==> src/rtl/tpu_pkg.sv <==
// Shared PE definitions: default datapath widths and saturation bounds.
package tpu_pkg;

   localparam int DATA_WIDTH = 8;
   localparam int PSUM_WIDTH = 32;

   // Bounds are returned as the p-bit pattern in the low bits of a 64-bit word.
   function automatic logic [63:0] sat_max(input int p, input bit sgn);
      if (sgn)
         return (64'd1 << (p - 1)) - 64'd1;
      else if (p >= 64)
         return '1;
      else
         return (64'd1 << p) - 64'd1;
   endfunction

   function automatic logic [63:0] sat_min(input int p, input bit sgn);
      if (sgn)
         return 64'd1 << (p - 1);
      else
         return 64'd0;
   endfunction

endpackage

==> src/rtl/pe_dbuf_mac_if.sv <==
// Neighbour-facing bus of the double-buffered MAC PE.
interface pe_dbuf_mac_if #(
   parameter int DATA_WIDTH = 8,
   parameter int PSUM_WIDTH = 32
);
   logic [DATA_WIDTH-1:0] ifmap_i;
   logic                  ifmap_valid_i;
   logic [DATA_WIDTH-1:0] weight_i;
   logic                  weight_load_i;
   logic                  weight_swap_i;
   logic [PSUM_WIDTH-1:0] psum_i;
   logic [DATA_WIDTH-1:0] ifmap_o;
   logic                  ifmap_valid_o;
   logic [DATA_WIDTH-1:0] weight_o;
   logic                  weight_load_o;
   logic                  weight_swap_o;
   logic [PSUM_WIDTH-1:0] psum_o;
   logic                  psum_valid_o;
   logic                  overflow_o;

   modport master (
      output ifmap_i, ifmap_valid_i, weight_i, weight_load_i, weight_swap_i, psum_i,
      input  ifmap_o, ifmap_valid_o, weight_o, weight_load_o, weight_swap_o,
             psum_o, psum_valid_o, overflow_o
   );

   modport slave (
      input  ifmap_i, ifmap_valid_i, weight_i, weight_load_i, weight_swap_i, psum_i,
      output ifmap_o, ifmap_valid_o, weight_o, weight_load_o, weight_swap_o,
             psum_o, psum_valid_o, overflow_o
   );
endinterface

==> src/rtl/pe_mac_sat.sv <==
// Combinational accumulate: extend product, add to psum, detect overflow and optionally clamp.
module pe_mac_sat #(
   parameter int PSUM_WIDTH = 32,
   parameter int PROD_WIDTH = 16,
   parameter bit SIGNED     = 1'b1,
   parameter bit SATURATE   = 1'b1
) (
   input  logic [PSUM_WIDTH-1:0] psum,
   input  logic [PROD_WIDTH-1:0] prod,
   output logic [PSUM_WIDTH-1:0] sum,
   output logic                  ovf
);
   import tpu_pkg::*;

   localparam logic [63:0]           MAX64   = sat_max(PSUM_WIDTH, SIGNED);
   localparam logic [63:0]           MIN64   = sat_min(PSUM_WIDTH, SIGNED);
   localparam logic [PSUM_WIDTH-1:0] SAT_MAX = MAX64[PSUM_WIDTH-1:0];
   localparam logic [PSUM_WIDTH-1:0] SAT_MIN = MIN64[PSUM_WIDTH-1:0];

   logic [PSUM_WIDTH:0] a_x;
   logic [PSUM_WIDTH:0] b_x;
   logic [PSUM_WIDTH:0] s_x;

   always_comb begin
      if (SIGNED) begin
         a_x = (PSUM_WIDTH+1)'($signed(psum));
         b_x = (PSUM_WIDTH+1)'($signed(prod));
      end else begin
         a_x = (PSUM_WIDTH+1)'(psum);
         b_x = (PSUM_WIDTH+1)'(prod);
      end
      s_x = a_x + b_x;

      if (SIGNED)
         ovf = (psum[PSUM_WIDTH-1] == prod[PROD_WIDTH-1]) &&
               (s_x[PSUM_WIDTH-1] != psum[PSUM_WIDTH-1]);
      else
         ovf = s_x[PSUM_WIDTH];

      // On signed overflow both operands share a sign, so psum's sign picks the rail.
      if (SATURATE && ovf)
         sum = (SIGNED && psum[PSUM_WIDTH-1]) ? SAT_MIN : SAT_MAX;
      else
         sum = s_x[PSUM_WIDTH-1:0];
   end
endmodule

==> src/rtl/pe_dbuf_mac.sv <==
// Weight-stationary systolic PE with shadow/active weight double buffer and 2-stage MAC.
module pe_dbuf_mac #(
   parameter int DATA_WIDTH = tpu_pkg::DATA_WIDTH,
   parameter int PSUM_WIDTH = tpu_pkg::PSUM_WIDTH,
   parameter bit SIGNED     = 1'b1,
   parameter bit SATURATE   = 1'b1
) (
   input logic          clk,
   input logic          rst,
   pe_dbuf_mac_if.slave bus
);
   import tpu_pkg::*;

   localparam int PW = 2 * DATA_WIDTH;

   logic [DATA_WIDTH-1:0] ifmap_r;
   logic                  ifmap_valid_r;
   logic                  weight_load_r;
   logic                  weight_swap_r;
   logic [DATA_WIDTH-1:0] shadow_r;
   logic [DATA_WIDTH-1:0] active_r;
   logic [PW-1:0]         prod_r;
   logic [PSUM_WIDTH-1:0] psum_d_r;
   logic                  v1_r;
   logic [PSUM_WIDTH-1:0] psum_r;
   logic                  ovf_r;
   logic                  v2_r;

   logic [PW-1:0]         prod_c;
   logic [PSUM_WIDTH-1:0] sum_c;
   logic                  ovf_c;

   always_comb begin
      if (SIGNED)
         prod_c = PW'($signed(bus.ifmap_i)) * PW'($signed(active_r));
      else
         prod_c = PW'(bus.ifmap_i) * PW'(active_r);
   end

   pe_mac_sat #(
      .PSUM_WIDTH (PSUM_WIDTH),
      .PROD_WIDTH (PW),
      .SIGNED     (SIGNED),
      .SATURATE   (SATURATE)
   ) u_mac_sat (
      .psum (psum_d_r),
      .prod (prod_r),
      .sum  (sum_c),
      .ovf  (ovf_c)
   );

   // Swap reads shadow_r before the same-edge load overwrites it, so active gets the old shadow.
   always_ff @(posedge clk) begin
      if (rst) begin
         ifmap_r       <= '0;
         ifmap_valid_r <= 1'b0;
         weight_load_r <= 1'b0;
         weight_swap_r <= 1'b0;
         shadow_r      <= '0;
         active_r      <= '0;
         prod_r        <= '0;
         psum_d_r      <= '0;
         v1_r          <= 1'b0;
         psum_r        <= '0;
         ovf_r         <= 1'b0;
         v2_r          <= 1'b0;
      end else begin
         ifmap_valid_r <= bus.ifmap_valid_i;
         weight_load_r <= bus.weight_load_i;
         weight_swap_r <= bus.weight_swap_i;
         v1_r          <= bus.ifmap_valid_i;
         v2_r          <= v1_r;
         if (bus.ifmap_valid_i) begin
            ifmap_r  <= bus.ifmap_i;
            prod_r   <= prod_c;
            psum_d_r <= bus.psum_i;
         end
         if (bus.weight_load_i)
            shadow_r <= bus.weight_i;
         if (bus.weight_swap_i)
            active_r <= shadow_r;
         if (v1_r) begin
            psum_r <= sum_c;
            ovf_r  <= ovf_c;
         end
      end
   end

   assign bus.ifmap_o       = ifmap_r;
   assign bus.ifmap_valid_o = ifmap_valid_r;
   assign bus.weight_o      = shadow_r;
   assign bus.weight_load_o = weight_load_r;
   assign bus.weight_swap_o = weight_swap_r;
   assign bus.psum_o        = psum_r;
   assign bus.psum_valid_o  = v2_r;
   assign bus.overflow_o    = ovf_r;
endmodule
==> src/flat_wrapper.sv <==
// flat-port wrapper written by rule: the top's interface ports become plain ports
module pe_dbuf_mac_flat import tpu_pkg::*;
#(
   parameter int DATA_WIDTH = tpu_pkg::DATA_WIDTH,
   parameter int PSUM_WIDTH = tpu_pkg::PSUM_WIDTH,
   parameter bit SIGNED     = 1'b1,
   parameter bit SATURATE   = 1'b1
)
  (clk, rst, bus_ifmap_i, bus_ifmap_valid_i, bus_weight_i, bus_weight_load_i, bus_weight_swap_i, bus_psum_i, bus_ifmap_o, bus_ifmap_valid_o, bus_weight_o, bus_weight_load_o, bus_weight_swap_o, bus_psum_o, bus_psum_valid_o, bus_overflow_o);
  pe_dbuf_mac_if #(.DATA_WIDTH(DATA_WIDTH), .PSUM_WIDTH(PSUM_WIDTH)) bus_i ();
  input logic clk;
  input logic rst;
  input wire logic [$bits(bus_i.ifmap_i)-1:0] bus_ifmap_i;
  input wire logic [$bits(bus_i.ifmap_valid_i)-1:0] bus_ifmap_valid_i;
  input wire logic [$bits(bus_i.weight_i)-1:0] bus_weight_i;
  input wire logic [$bits(bus_i.weight_load_i)-1:0] bus_weight_load_i;
  input wire logic [$bits(bus_i.weight_swap_i)-1:0] bus_weight_swap_i;
  input wire logic [$bits(bus_i.psum_i)-1:0] bus_psum_i;
  output wire logic [$bits(bus_i.ifmap_o)-1:0] bus_ifmap_o;
  output wire logic [$bits(bus_i.ifmap_valid_o)-1:0] bus_ifmap_valid_o;
  output wire logic [$bits(bus_i.weight_o)-1:0] bus_weight_o;
  output wire logic [$bits(bus_i.weight_load_o)-1:0] bus_weight_load_o;
  output wire logic [$bits(bus_i.weight_swap_o)-1:0] bus_weight_swap_o;
  output wire logic [$bits(bus_i.psum_o)-1:0] bus_psum_o;
  output wire logic [$bits(bus_i.psum_valid_o)-1:0] bus_psum_valid_o;
  output wire logic [$bits(bus_i.overflow_o)-1:0] bus_overflow_o;
  assign bus_i.ifmap_i = bus_ifmap_i;
  assign bus_i.ifmap_valid_i = bus_ifmap_valid_i;
  assign bus_i.weight_i = bus_weight_i;
  assign bus_i.weight_load_i = bus_weight_load_i;
  assign bus_i.weight_swap_i = bus_weight_swap_i;
  assign bus_i.psum_i = bus_psum_i;
  assign bus_ifmap_o = bus_i.ifmap_o;
  assign bus_ifmap_valid_o = bus_i.ifmap_valid_o;
  assign bus_weight_o = bus_i.weight_o;
  assign bus_weight_load_o = bus_i.weight_load_o;
  assign bus_weight_swap_o = bus_i.weight_swap_o;
  assign bus_psum_o = bus_i.psum_o;
  assign bus_psum_valid_o = bus_i.psum_valid_o;
  assign bus_overflow_o = bus_i.overflow_o;
  pe_dbuf_mac #(.DATA_WIDTH(DATA_WIDTH), .PSUM_WIDTH(PSUM_WIDTH), .SIGNED(SIGNED), .SATURATE(SATURATE)) u_core (.clk(clk), .rst(rst), .bus(bus_i));
endmodule
==> config.mk <==
export PLATFORM = sky130hd
export DESIGN_NAME = pe_dbuf_mac_flat
export DESIGN_NICKNAME = d
export VERILOG_FILES = /design/src/rtl/tpu_pkg.sv /design/src/rtl/pe_dbuf_mac_if.sv /design/src/rtl/pe_mac_sat.sv /design/src/rtl/pe_dbuf_mac.sv /design/src/flat_wrapper.sv
export SDC_FILE = /design/constraint.sdc
export NUM_CORES = 1
export LEC_CHECK = 0
export CAP_MARGIN = 20
export CELL_PAD_IN_SITES_DETAIL_PLACEMENT = 0
export CELL_PAD_IN_SITES_GLOBAL_PLACEMENT = 1
export CORE_UTILIZATION = 30
export DETAILED_ROUTE_END_ITERATION = 6
export HOLD_SLACK_MARGIN = 0.05
export PLACE_DENSITY = 0.72
export REMOVE_ABC_BUFFERS = 1
export SYNTH_ARGS = -nofsm -noshare
export SYNTH_HDL_FRONTEND = slang
export SYNTH_SLANG_ARGS = --single-unit
==> constraint.sdc <==
create_clock -name clk -period 5.5 [get_ports clk]
set_clock_uncertainty 0.15 [all_clocks]
set_input_delay 0.825 -clock clk [delete_from_list [all_inputs] [get_ports clk]]
set_output_delay 0.825 -clock clk [all_outputs]
set_load 0.05 [all_outputs]
==> summary.md, run 1 <==
| Metric | Value |
|---|---|
| Failing checks | `design-rule violations` |
| Wire length per cell | `14.3 um` |
| Final worst-path cycle share | `96.7%` |
| Status | `complete, but fails checks` |
| Die height | `167 um` |
| CP required | `5600 ps` |
| CP Launch Point | `bus_ifmap_i[0]` |
| Post-synth EDFFs | `0` |
| Critical Path Source Type | `input port` |
| Crit path depth | `18` |
| Max Clk Rate | `188 MHz` |
| Final setup viols | `0` |
| Vias | `6,732` |
| Nets | `1,228` |
| Worst Max-Slew Pin Slew | `761 ps` |
| Synth top area share | `26.9%` |
| Worst slack at placement | `-473 ps` |
| Critical path capture point type | `flop` |
| First-pass DRT Iterations | `7` |
| Core area | `26,300 um^2` |
| Lkg Pwr | `0.00451 uW` |
| Syn Area/Cell | `8.64 um^2` |
| Kind of critical path | `input port to flop` |
| Gate Count Post-Synth | `940` |
| Max stage delay on crit path | `550 ps` |
| Starting DRT DRC Count | `362` |
| Area Growth Syn to Fin | `24.1%` |
| Min-delay worst type | `flop to flop` |
| Antenna diode count | `0` |
| Tmin final | `5320 ps` |
| Max stage delay cell, worst path | `fa_1` |
| Worst r2r src | `u_core.active_r[7]` |
| CP max FO | `2` |
| Total Routing Usage GR | `14.9%` |
| Initial Util | `30.9%` |
| Sequential Power Share | `41.3%` |
| Vias in the first global route | `6,551` |
| CTS Hold Buffers Added | `0` |
| Area leader, netlist | `dfxtp_1` |
| Worst-path clk slew | `70 ps` |
| Crit path top cell by count | `fa_1` |
| Syn Std Cell Area | `8120 um^2` |
| Post-synth ARST share | `0%` |
| Detailed Route WL | `20,000 um` |
| CTS sink count | `109` |
| Delay-heaviest family, CP | `adder cells` |
| Slew headroom | `49.3%` |
| Pwr Density | `211 nW/um^2` |
| Largest net degree at the start of global routing | `70` |
| Flop2flop setup slack | `640 ps` |
| Max-cap viol count | `0` |
| Die W | `167 um` |
| Int Power | `1420 uW` |
| DR vias/cell | `4.81` |
| Post-CTS Setup Inserts | `0` |
| Post-DP HPWL | `15,400 um` |
| Final number of hold-violating endpoints | `0` |
| Worst vdd rail ir drop | `0.000162 V` |
| Reg2reg end | `u_core.prod_r[14]` |
| First-pass GRT wire length | `33,500 um` |
| WP data arrival | `5420 ps` |
| Clock latency on the worst-skew pair | `360 ps` |
| Reg2reg path depth | `17` |
| Sequential share of the synthesized area | `26.9%` |
| Worst setup endpoint | `u_core.prod_r[14]` |
| Sw frac | `33.0%` |
| Synth warn | `0` |
| Setup TNS | `0 ps` |
| Initial antenna violation count | `0` |
| Most used DFF post-synth | `dfxtp_1` |
| Root Buffer | `clkbuf_16` |
| WP buf/inv | `4` |
| Clock tree buffer depth | `2` |
| Port Buffers | `105` |
| I/O pin cnt | `106` |
| Clock power frac | `30.6%` |
| Fill cell count | `2,667` |
| Number of placement rows | `59` |
| Share of layout cells above drive strength 1 | `7.52%` |
| Post-DRT Antenna Nets | `0` |
| CTS tree | `built` |
| Netlist cell types | `58` |
| RSZ-0062 raised after global routing | `yes` |
| Gpl congestion | `0.810` |
| PnR worst setup slack | `184 ps` |
| Switch Pwr | `701 uW` |
| CP Cell Sequence | `clkdlybuf4s50_1 -> nand2b_1 -> fa_1 -> fa_1 -> inv_1 -> fa_1 -> inv_1 -> fa_1 -> inv_1 -> ha_1 -> o21ai_1 -> a21boi_4 -> o21ai_2 -> a21boi_2 -> o21ai_1 -> a21oi_1 -> mux2_2 -> a311o_1` |
| Gate power share | `28.1%` |
| Ranking of synthesized cells by area | `dfxtp_1 27%, fa_1 14%, ha_1 9.2%` |
| # DRC | `7` |
| #FFs+latches synth | `109` |
| H-tree Lvls | `3` |
| Die area | `27,700 um^2` |
| Pins over their slew limit | `0` |
| CTS buffer count | `9` |
| GRT overflow | `0` |
## cell type report
type / count / area [um^2] / area share (%)
Clock inverter: 5 / 41.3 / 0.410
Multi-Input combinational cell: 689 / 5420 / 53.8
Inverter: 98 / 368 / 3.65
Timing Repair Buffer: 152 / 1410 / 13.9
Sequential cell: 109 / 2180 / 21.6
Tap cell: 335 / 419 / 4.16
Clock buffer: 11 / 243 / 2.41
## flip-flops by register name, indices dropped and copies added, names as in the netlist
name	count
u_core.bus.psum_o	32
u_core.prod_r	16
u_core.bus.psum_valid_o	1
u_core.bus.weight_swap_o	1
u_core.bus.weight_load_o	1
u_core.bus.ifmap_o	8
u_core.bus.overflow_o	1
u_core.psum_d_r	32
u_core.bus.weight_o	8
u_core.v1_r	1
u_core.active_r	8
## cells by family (layout without fill, tap and decap cells)
kind of cell / count (synthesis) / after routing / synth area share [%]
mux: 69 / 69 / 8.52
fa+ha+maj: 116 / 116 / 23.0
flops: 109 / 109 / 26.9
xor+xnor: 38 / 38 / 4.10
buf+inv: 142 / 266 / 6.81
simple gates: 303 / 303 / 17.4
compound gates: 163 / 163 / 13.3
## layout by cell type, fill, tap and decap left out, types with 5 or more instances in the layout
| cell | count |
|---|---|
| and2_1 | 38 |
| nand2_1 | 54 |
| o21a_1 | 8 |
| o211ai_1 | 6 |
| xnor2_1 | 23 |
| nor3_1 | 14 |
| fa_1 | 55 |
| a211oi_1 | 32 |
| inv_1 | 97 |
| clkbuf_16 | 9 |
| xor2_1 | 15 |
| nor2b_1 | 9 |
| o31ai_1 | 5 |
| ha_1 | 60 |
| a21o_1 | 9 |
| a21oi_1 | 40 |
| nand3_1 | 28 |
| nand4_1 | 9 |
| mux2i_1 | 68 |
| clkdlybuf4s50_1 | 102 |
| buf_4 | 48 |
| dfxtp_1 | 109 |
| o21ai_0 | 28 |
| nor2_1 | 123 |
| nand2b_1 | 13 |
## stage by stage
step / cells / hold slack, ps / total power, uW / cell area (um^2) / utilization (%)
final: 1399 / 321 / 2120 / 10100 / 38.4
after global routing: 1399 / 349 / 2250 / 10100 / 38.4
after CTS: 1399 / 324 / 2160 / 10000 / 38.2
after detailed placement: 1383 / 312 / 1490 / 9760 / 37.1
after global placement: 1383 / 307 / 1490 / 9760 / 37.1
after floorplan: 896 / 289 / 1270 / 7940 / -
## synthesized netlist by cell type (2+ instances only)
cell type / instances
nor2_1: 123
dfxtp_1: 109
inv_1: 97
mux2i_1: 68
ha_1: 60
fa_1: 56
nand2_1: 54
a21oi_1: 41
and2_1: 38
a211oi_1: 32
o21ai_0: 31
nand3_1: 28
clkbuf_1: 27
xnor2_1: 23
xor2_1: 15
nor3_1: 14
nand2b_1: 13
a21o_1: 9
nand4_1: 9
nor2b_1: 9
buf_1: 8
o21a_1: 8
buf_2: 7
o211ai_1: 6
o31ai_1: 5
a31oi_1: 4
and3_1: 4
nor4_1: 4
o21ai_1: 3
o31a_1: 3
a211o_1: 2
a21boi_0: 2
o21bai_1: 2
or2_2: 2
## timing repair
action | 4_1_cts | 5_1_grt
resized for setup | 2 | 12
endpoints found under the hold margin | 0 | 0
pin swaps | 0 | 4
setup endpoints to repair | 1 | 2
## power groups by stage
stage | clock network (uW) | registers, uW | logic (uW)
floorplan | 0 | 972 | 295
global placement | 0 | 894 | 594
detailed placement | 0 | 895 | 599
CTS | 675 | 877 | 603
global route | 705 | 883 | 660
finish | 650 | 876 | 596
## worst reg2reg max path, cell delays in order, from the launching register on
cell and delay, ps:
dfxtp_1 470, nand2b_1 140, fa_1 520, fa_1 550, inv_1 70, fa_1 530, inv_1 50, fa_1 520
inv_1 40, ha_1 280, o21ai_1 120, a21boi_4 170, o21ai_2 80, a21boi_2 150, o21ai_1 90, a21oi_1 160
mux2_2 340, a311o_1 300
## routing by layer
layer / track usage, % / share of wire [%]
met1: 21.2 / 51
met2: 22.2 / 44
met3: 3.07 / 4.1
met4: 4.99 / 1.7
met5: 0 / 0
## worst min path at each step
stage,endpoint,cells after the start,start
after floorplan,u_core.prod_r[0],2,u_core.prod_r[0]
after CTS,u_core.bus.psum_o[31],2,u_core.bus.psum_o[31]
final,u_core.prod_r[0],2,u_core.prod_r[0]
after detailed placement,u_core.bus.psum_o[31],2,u_core.bus.psum_o[31]
after global placement,u_core.prod_r[0],2,u_core.prod_r[0]
after global routing,u_core.prod_r[0],2,u_core.prod_r[0]
Power figures use the tool's default switching activity.
==> run 2: changes to the inputs <==
--- a/config.mk
+++ b/config.mk
@@ -13,6 +13,8 @@
 export HOLD_SLACK_MARGIN = 0.05
 export PLACE_DENSITY = 0.72
 export REMOVE_ABC_BUFFERS = 1
+export SKIP_CTS_REPAIR_TIMING = 1
 export SYNTH_ARGS = -nofsm -noshare
 export SYNTH_HDL_FRONTEND = slang
 export SYNTH_SLANG_ARGS = --single-unit
+export TNS_END_PERCENT = 30
==> results of run 2 <==
The final DEF is identical to that of run 1; final timing and power are the same.
==> run 3: changes to the inputs <==
--- a/config.mk
+++ b/config.mk
@@ -12,7 +12,6 @@
 export DETAILED_ROUTE_END_ITERATION = 6
 export HOLD_SLACK_MARGIN = 0.05
 export PLACE_DENSITY = 0.72
-export REMOVE_ABC_BUFFERS = 1
 export SKIP_CTS_REPAIR_TIMING = 1
 export SYNTH_ARGS = -nofsm -noshare
 export SYNTH_HDL_FRONTEND = slang
==> run 3 against run 2 <==
  * The run still ends with design-rule violations left
  * Count of clock-buffer cells in the layout shrank 1
  * Sequential power is essentially flat
  * First-iteration DRC count grew 1.9%
  * Via count shrank 0.31%
  * Flip-flop and latch count is the same
  * Combinational power grew 0.8%
  * Register-to-register slack lost 20 ps
  * Critical path type unchanged
  * Largest power group unchanged
==> summary.md, run 3 (synthesis gave the netlist of run 1 again) <==
| Metric | Value |
|---|---|
| CP max FO | `8 (was 2)` |
| Core area | `26,300 um^2 (unchanged)` |
| Commonest non-fill, non-tap cell in the layout | `nor2_1 (unchanged)` |
| Worst r2r src | `u_core.active_r[0] (was u_core.active_r[7])` |
| Clock power frac | `31.5% (was 30.6%)` |
| # DRC | `8 (was 7)` |
| CP Launch Point | `bus_ifmap_i[3] (was bus_ifmap_i[0])` |
| GRT overflow | `0 (unchanged)` |
| Total Routing Usage GR | `15.0% (was 14.9%)` |
| GRT met2 Usage | `25.2% (was 22.2%)` |
| Tmin final | `5280 ps (was 5320 ps)` |
| WHS | `320 ps (was 321 ps)` |
| Post-Syn Nets | `1,109` |
| Vias | `6,711 (was 6,732)` |
| Lkg Pwr | `0.00452 uW (was 0.00451 uW)` |
| Nets | `1,223 (was 1,228)` |
| Initial antenna violation count | `0 (unchanged)` |
| Placed Cells | `1,378 (was 1,383)` |
| Die area | `27,700 um^2 (unchanged)` |
| Root Buffer | `clkbuf_16 (unchanged)` |
| Final number of hold-violating endpoints | `0 (unchanged)` |
| CTS buffer count | `9 (unchanged)` |
| Wire length per cell | `14.9 um (was 14.3 um)` |
| Int Power | `1430 uW (was 1420 uW)` |
| Pwr Density | `214 nW/um^2 (was 211 nW/um^2)` |
| CTS sink count | `109 (unchanged)` |
| Placed cell areas | `9720 um^2 (was 9760 um^2)` |
| M3 GR Usage | `2.35% (was 3.07%)` |
| Max-cap viol count | `0 (unchanged)` |
| Initial Util | `30.9% (unchanged)` |
| Sequential Power Share | `40.6% (was 41.3%)` |
| CTS tree | `built (unchanged)` |
| Number of placement rows | `59 (unchanged)` |
| CP required | `5600 ps (about the same)` |
| Final worst-path cycle share | `96.0% (was 96.7%)` |
| Detailed Route WL | `20,700 um (was 20,000 um)` |
| Pins over their slew limit | `0 (unchanged)` |
| Power Total | `2160 uW (was 2120 uW)` |
| Critical Path Source Type | `input port (unchanged)` |
| Fin cells | `1,394 (was 1,399)` |
| Die W | `167 um (unchanged)` |
| Post-route design area | `10,100 um^2 (about the same)` |
| Worst-path clk slew | `80 ps (was 70 ps)` |
| Slew headroom | `30.8% (was 49.3%)` |
| H-tree Lvls | `3 (unchanged)` |
| Antenna diode count | `0 (unchanged)` |
| Port Buffers | `105 (unchanged)` |
| Gpl congestion | `0.857 (was 0.810)` |
| WP data arrival | `5380 ps (was 5420 ps)` |
| RSZ-0062 raised after global routing | `no (was yes)` |
| PnR worst setup slack | `220 ps (was 184 ps)` |
| First-pass GRT wire length | `33,900 um (was 33,500 um)` |
| Hold Path Origin | `u_core.bus.psum_o[31] (was u_core.prod_r[0])` |
| Starting DRT DRC Count | `369 (was 362)` |
| Most crowded layer after global routing | `met2 (unchanged)` |
| Post-DRT Antenna Nets | `0 (unchanged)` |
| Worst Max-Slew Pin Slew | `1040 ps (was 761 ps)` |
| Clock latency on the worst-skew pair | `360 ps (about the same)` |
| Kind of critical path | `input port to flop (unchanged)` |
| Vias in the first global route | `6,527 (was 6,551)` |
| Gate power share | `27.9% (was 28.1%)` |
| Largest net degree at the start of global routing | `57 (was 70)` |
| First-pass DRT Iterations | `7 (unchanged)` |
| Share of layout cells above drive strength 1 | `7.18% (was 7.52%)` |
| Sw frac | `33.9% (was 33.0%)` |
| Die height | `167 um (unchanged)` |
| Post-DP HPWL | `16,000 um (was 15,400 um)` |
| Max Clk Rate | `189 MHz (was 188 MHz)` |
| Most frequent cells in the layout | `123 x nor2_1, 109 x dfxtp_1, 100 x clkdlybuf4s50_1 (was 123 x nor2_1, 109 x dfxtp_1, 102 x clkdlybuf4s50_1)` |
| Worst vdd rail ir drop | `0.000128 V (was 0.000162 V)` |
| Final setup viols | `0 (unchanged)` |
| Worst slack at placement | `-482 ps (was -473 ps)` |
| Status | `complete, but fails checks (unchanged)` |
| Met1 global-route usage | `20.3% (was 21.2%)` |
| DR vias/cell | `4.81 (about the same)` |
| Clock tree buffer depth | `2 (unchanged)` |
| Failing checks | `design-rule violations (unchanged)` |
| Min-delay worst type | `flop to flop (unchanged)` |
| Area Growth Syn to Fin | `23.9% (was 24.1%)` |
| I/O pin cnt | `106 (unchanged)` |
| Switch Pwr | `730 uW (was 701 uW)` |
| Critical path capture point type | `flop (unchanged)` |
-- run 3: path summary, 6_finish.rpt --
| path | endpoint | slack [ps] | cells after the start |
|---|---|---|---|
| max reg2reg | u_core.prod_r[14] | 620 | 18 |
| min reg2reg | u_core.bus.psum_o[31] | 320 | 2 |
| max | u_core.prod_r[14] | 220 | 17 |
| min | u_core.bus.psum_o[31] | 320 | 2 |
-- run 3: through the flow --
step	util, %	setup TNS [ps]
after floorplan	-	0
after global placement	37.0	-520
after detailed placement	37.0	-676
after CTS	38.1	-93.9
after global routing	38.3	0
final	38.3	0
-- run 3: power by group through the flow --
stage	clock (uW)	combinational [uW]	sequential [uW]
finish	679	601	876
global route	733	662	883
CTS	706	604	878
detailed placement	0	600	896
global placement	0	593	895
floorplan	0	323	968
-- run 3: metal layers --
layer | vias to the layer above | routed length [um] | share of wire (%)
li1 | 3402 | - | -
met1 | 3161 | 9960 | 48
met2 | 130 | 9740 | 47
met3 | 18 | 745 | 3.6
met4 | 0 | 261 | 1.3
met5 | - | 0 | 0
-- run 3: final cells by class --
type	count	area, um^2
Clock buffer	10	239
Clock inverter	6	62.6
Fill cell	2706	16200
Inverter	98	368
Multi-Input combinational cell	689	5410
Sequential cell	109	2180
Tap cell	335	419
Timing Repair Buffer	147	1380
-- run 3: critical path, stage by stage --
cell	delay (ps)
clkdlybuf4s50_1	480
buf_4	160
and2_1	140
fa_1	450
fa_1	530
fa_1	540
inv_1	50
fa_1	520
inv_1	40
ha_1	280
a21boi_2	170
o21ai_1	110
a21boi_2	160
o21ai_1	90
a21oi_1	170
mux2_2	350
a311o_1	310
